--- src/rtl/michi_board_ctrl.sv ---
// Michi (tic-tac-toe) game-state stage: accepts moves, keeps the X/O occupancy
// maps and the turn, and registers its own win/draw verdict.
module michi_board_ctrl #(
  parameter bit FIRST_PLAYER    = 1'b0,
  parameter bit ALTERNATE_START = 1'b1
) (
  input  logic       CLK,
  input  logic       RST_N,
  input  logic       MOVE_REQ,
  input  logic [3:0] MOVE_CELL,
  input  logic       NEW_GAME,
  output logic [8:0] BOARD_X,
  output logic [8:0] BOARD_O,
  output logic       TURN,
  output logic       MOVE_ACK,
  output logic       MOVE_NAK,
  output logic       WIN_X,
  output logic       WIN_O,
  output logic       DRAW,
  output logic       GAME_OVER
);

  typedef enum logic [1:0] {
    S_PLAY,
    S_CHECK,
    S_DONE
  } state_t;

  state_t     state_q, state_d;
  logic       req_q;
  logic       start_q, start_d;
  logic [3:0] cnt_q, cnt_d;

  logic [8:0] bx_d, bo_d;
  logic       turn_d, ack_d, nak_d, wx_d, wo_d, draw_d;

  logic       ev;
  logic       cell_ok;
  logic [8:0] cell_bit;
  logic       occupied;
  logic [8:0] mover_map;

  function automatic logic has_line(input logic [8:0] m);
    return (m[0] & m[1] & m[2]) | (m[3] & m[4] & m[5]) | (m[6] & m[7] & m[8]) |
           (m[0] & m[3] & m[6]) | (m[1] & m[4] & m[7]) | (m[2] & m[5] & m[8]) |
           (m[0] & m[4] & m[8]) | (m[2] & m[4] & m[6]);
  endfunction

  assign ev        = MOVE_REQ & ~req_q;
  assign cell_ok   = (MOVE_CELL <= 4'd8);
  assign cell_bit  = cell_ok ? (9'd1 << MOVE_CELL) : '0;
  assign occupied  = |(cell_bit & (BOARD_X | BOARD_O));
  // TURN still names the player who just moved while in CHECK
  assign mover_map = TURN ? BOARD_O : BOARD_X;

  always_comb begin
    state_d = state_q;
    start_d = start_q;
    cnt_d   = cnt_q;
    bx_d    = BOARD_X;
    bo_d    = BOARD_O;
    turn_d  = TURN;
    ack_d   = 1'b0;
    nak_d   = 1'b0;
    wx_d    = WIN_X;
    wo_d    = WIN_O;
    draw_d  = DRAW;

    if (NEW_GAME) begin
      state_d = S_PLAY;
      cnt_d   = '0;
      bx_d    = '0;
      bo_d    = '0;
      wx_d    = 1'b0;
      wo_d    = 1'b0;
      draw_d  = 1'b0;
      start_d = ALTERNATE_START ? ~start_q : start_q;
      turn_d  = start_d;
    end else begin
      unique case (state_q)
        S_PLAY: begin
          if (ev) begin
            if (cell_ok && !occupied) begin
              if (TURN) bo_d = BOARD_O | cell_bit;
              else      bx_d = BOARD_X | cell_bit;
              cnt_d   = cnt_q + 4'd1;
              ack_d   = 1'b1;
              state_d = S_CHECK;
            end else begin
              nak_d = 1'b1;
            end
          end
        end
        S_CHECK: begin
          nak_d = ev;
          if (has_line(mover_map)) begin
            if (TURN) wo_d = 1'b1;
            else      wx_d = 1'b1;
            state_d = S_DONE;
          end else if (cnt_q == 4'd9) begin
            draw_d  = 1'b1;
            state_d = S_DONE;
          end else begin
            turn_d  = ~TURN;
            state_d = S_PLAY;
          end
        end
        S_DONE: begin
          nak_d = ev;
        end
        default: state_d = S_PLAY;
      endcase
    end
  end

  always_ff @(posedge CLK or negedge RST_N) begin
    if (!RST_N) begin
      state_q   <= S_PLAY;
      req_q     <= 1'b0;
      start_q   <= FIRST_PLAYER;
      cnt_q     <= '0;
      BOARD_X   <= '0;
      BOARD_O   <= '0;
      TURN      <= FIRST_PLAYER;
      MOVE_ACK  <= 1'b0;
      MOVE_NAK  <= 1'b0;
      WIN_X     <= 1'b0;
      WIN_O     <= 1'b0;
      DRAW      <= 1'b0;
      GAME_OVER <= 1'b0;
    end else begin
      state_q   <= state_d;
      req_q     <= MOVE_REQ;
      start_q   <= start_d;
      cnt_q     <= cnt_d;
      BOARD_X   <= bx_d;
      BOARD_O   <= bo_d;
      TURN      <= turn_d;
      MOVE_ACK  <= ack_d;
      MOVE_NAK  <= nak_d;
      WIN_X     <= wx_d;
      WIN_O     <= wo_d;
      DRAW      <= draw_d;
      GAME_OVER <= wx_d | wo_d | draw_d;
    end
  end

endmodule

--- config.mk ---
export PLATFORM = sky130hd
export DESIGN_NAME = michi_board_ctrl
export DESIGN_NICKNAME = d
export VERILOG_FILES = /design/src/rtl/michi_board_ctrl.sv
export SDC_FILE = /design/constraint.sdc
export NUM_CORES = 1
export LEC_CHECK = 0
export BUFFER_PORTS_ARGS = -buffer_cell sky130_fd_sc_hd__buf_2
export CAP_MARGIN = 40
export CORE_MARGIN = 2
export CORE_UTILIZATION = 55
export DETAILED_ROUTE_END_ITERATION = 8
export PLACE_DENSITY = 0.79
export SYNTH_ARGS = -nofsm -noshare
export SYNTH_HDL_FRONTEND = slang
export SYNTH_SLANG_ARGS = --single-unit
export TNS_END_PERCENT = 5
--- constraint.sdc ---
create_clock -name CLK -period 1.9 [get_ports CLK]
set_input_delay 0.095 -clock CLK [delete_from_list [all_inputs] [get_ports CLK]]
set_output_delay 0.095 -clock CLK [all_outputs]
set_load 0.02 [all_outputs]
==> parameters.txt <==
Parameter                              Value

STA
  Worst Tran Pin Value ... between 0.7 and 0.8 ns
  RSZ-0062 raised after global routing ... true
  Max-slew headroom ... 52.2%
  Finish-stage setup viols ... 0
  Fin worst setup slack ... 0.0632 ns
  Timing-limited maximum frequency ... about 540 MHz
  Final period utilization ... 96.7%
  Pins Over Slew Limit ... 0
  Setup clock skew after layout ... 0.00713 ns
  Clock period minus final worst setup slack ... 1.84 ns
  Fin. Hold Viols ... 0

Floorplan
  Number of top-level pins ... 33
  Area enclosed by the die boundary ... 3880 µm²
  Height of the die ... 62.3 µm
  Horizontal die dimension ... about 62 µm
  Std-Cell Rows ... 21
  Initial core utilization ... around 57%
  Area of the core ... 3310 µm²

Critical path
  R2r endpoint ... cnt_q[0]
  Worst Path Arrival ... 2.06 ns
  Launching element type of the critical path ... flop
  Flop-to-flop setup slack ... roughly 0.063 ns
  Type of element capturing the critical path ... flop
  Worst reg-to-reg path cell count ... 5
  Critical path start-end classification ... flop to flop
  CP Max Fanout ... 11
  Required time of the worst setup path ... 2.12 ns
  Reg-to-Reg Start ... BOARD_X[1]

Yosys
  Cell taking the most area after synthesis ... sky130_fd_sc_hd__dfrtp_1
  Primary flip-flop cell chosen by synthesis mapping ... sky130_fd_sc_hd__dfrtp_1
  Cell with the most instances after synthesis ... sky130_fd_sc_hd__dfrtp_1
  Proportion of netlist area held by the largest area contributor ... about 44%
  Count of synthesis-stage warnings from yosys ... 0
  Post-synth top cells ... sky130_fd_sc_hd__dfrtp_1 (33), sky130_fd_sc_hd__nor2_1 (31), sky130_fd_sc_hd__a41oi_1 (17)
  Library cells used by synthesis ... 43
  Yosys reg bits ... 33
  Post-synthesis instance total ... about 190
  Asr flop ratio synth ... between 90% and 100%
  Average footprint of a synthesized cell ... between 9 and 10 µm²
  Post-synthesis mux area share ... under 10%
  Xor-xnor portion of the synthesized cell area ... less than 1%
  Net count after synthesis ... slightly above 200
  Mapped cell area ... 1870 µm²
  Adder-Cell Fraction of Synth Area ... 4.01%
  Sequential element share of the synthesized area ... between 40 and 50%
  Number of enable flip-flop cells after synthesis ... 0
  Fraction of the mapped netlist area in simple logic gates ... between 20% and 30%
  Combinational family with the most area after synthesis ... compound AO/OA/AOI/OAI gates
  Main area contributors after synthesis ... sky130_fd_sc_hd__dfrtp_1 (44%), sky130_fd_sc_hd__a41oi_1 (8.0%), sky130_fd_sc_hd__nor2_1 (6.2%)
  Compound-cell area share of the yosys netlist ... around a quarter

Drt
  Routed length on met3 ... around 300 µm
  Overall routed net length ... about 4700 µm
  Met1 wire length ... 2000 µm
  Metal2 WL ... 2320 µm
  Final routed DRC violation total ... 0
  Vias after detailed routing ... 1710
  Number of vias per cell after detailed routing ... 6.11
  First-pass iteration count of the detailed router ... 4
  Avg WL per Cell ... between 15 and 20 µm
  Antenna-violating nets left ... 0
  DRC violation total after the first TritonRoute iteration ... 89
  Highest Signal Layer ... met4

Cells and area
  Share of cells above drive strength 1 ... between 20% and 30%
  Final core occ ... just under 70%
  Syn-to-layout area delta ... 19.0%
  Number of antenna diodes ... 0
  Final standard cell count with taps included and fillers excluded ... 280
  Final #Nets ... between 200 and 250
  Number of filler instances in the final layout ... between 200 and 300
  Cell area after layout ... about 2200 µm²

Placement
  PortBufs ... 32
  Final estimated routing congestion in global placement ... approximately 0.86
  Instance area at placement ... between 2000 and 2500 µm²
  Post-detailed-placement half-perimeter wirelength ... approximately 3500 µm
  Worst Setup Slack post-DPL ... roughly 0.089 ns
  # placed instances ... between 200 and 300

Clocking
  CTS tree ... built
  Htree depth ... 2
  Inserted Clock Buffers ... 5
  Clock-pin transition on the worst setup and hold timing paths ... ~0.10 ns
  Num Clock Sinks ... 33
  Bufs on Longest Clock Path ... 2
  Clk_lat worst skew ... ~0.33 ns
  Cell at the root of the clock tree ... sky130_fd_sc_hd__clkbuf_4

GRT
  Vias in the first global route ... around 1700
  Largest net degree at the start of global routing ... 34
  Total global-route track usage ... approximately a quarter
  Sum of overflow across all layers after global routing ... 0
  Wire length of the first global-routing pass ... 8100 µm
  Initial antenna violation count ... 0

Pwr
  IR Drop Worst-Case VDD ... 0.000297 V
  Reported leakage power ... roughly 1.1 nW
  Power per unit of standard cell area ... between 600 and 700 nW/µm²

Min path
  Hold path cells ... 2
  Critical hold path startpoint ... NEW_GAME
  Hold Path Class ... primary input to flop
  Worst min-delay path endpoint ... WIN_X

Job
  Number of maximum-capacitance constraint violations ... 0

Run status
  Result of the run ... complete, no violations
placed cells by master (no fill, tap or decap), drive strengths merged, types with 3 or more instances in the layout:
cell    synthesis  layout
buf             8      43
dfrtp          33      33
nor2           31      31
a41oi          17      17
inv             8       8
a22o            8       8
a21oi           7       7
clkbuf          2       7
nand3           6       6
ha              6       6
nor3            6       6
o21ai           6       6
nand4           5       5
and3            5       5
a22oi           4       4
a31oi           4       4
or2             4       4
nand2           3       3
nand2b          3       3
nor2b           3       3
report_power, final:
group          total, W  switching (W)  internal [W]
registers      0.000772      0.0000430      0.000729
logic          0.000247       0.000162     0.0000846
clock network  0.000456       0.000241      0.000214
total           0.00147       0.000447       0.00103
timing repair:
item                       4_1_cts  5_1_grt
gates resized for setup          0        5
setup endpoints to repair        0       12
hold buffers                     2        0
setup buffers                    0        2
hold endpoints to repair        34        0
cell families (layout without fill, tap and decap cells):
logic type	count (synthesis)	count (layout)
compound gates	58	58
buf+inv	18	61
xor+xnor	1	1
fa+ha+maj	6	6
mux	3	3
simple gates	72	72
flops	33	33
final cells by class:
cell class | count | area, µm² | share of cell area [%]
Tap cell | 46 | 57.6 | 2.59
Timing Repair Buffer | 45 | 267 | 12.0
Sequential cell | 33 | 826 | 37.1
Clock inverter | 1 | 5.00 | 0.225
Inverter | 8 | 30.0 | 1.35
Clock buffer | 7 | 65.1 | 2.92
Multi-Input combinational cell | 140 | 976 | 43.8
worst max path at each step:
stage | start | endpoint | slack [ns] | cells after the start
global route | state_q[1] | BOARD_X[1] | -0.02 | 8
detailed placement | BOARD_X[1] | cnt_q[0] | 0.09 | 5
CTS | BOARD_X[1] | cnt_q[0] | 0.08 | 5
finish | BOARD_X[1] | cnt_q[0] | 0.06 | 5
global placement | BOARD_X[1] | cnt_q[0] | 0.15 | 5
floorplan | BOARD_X[1] | cnt_q[0] | 0.09 | 5
worst max-delay path: stages, from the launching register on:
cell,delay [ns]
sky130_fd_sc_hd__dfrtp_1,0.39
sky130_fd_sc_hd__or2_2,0.31
sky130_fd_sc_hd__a221oi_2,0.30
sky130_fd_sc_hd__a31o_4,0.21
sky130_fd_sc_hd__and3_4,0.22
sky130_fd_sc_hd__mux2_4,0.29
sequential cells by signal (all words and copies together) (netlist names), 2 cells and up:
signal	count
BOARD_O	9
BOARD_X	9
cnt_q	4
state_q	2
per-layer routing:
metal  vias to the layer above  global-route usage (%)
met5                         -                       0
met4                         0                    8.61
met3                        13                    7.07
met2                        66                    43.8
met1                       832                    33.7
li1                        799                       -
per-stage QoR:
step                      setup TNS (ns)  hold slack [ns]  total power (W)
after global placement                 0            0.182          0.00101
after detailed placement               0            0.194          0.00102
after CTS                              0            0.103          0.00147
after floorplan                        0           -0.201         0.000933
after global routing             -0.0239           0.0929          0.00155
final                                  0            0.110          0.00147
No activity file was read; power rests on OpenSTA's default activity.
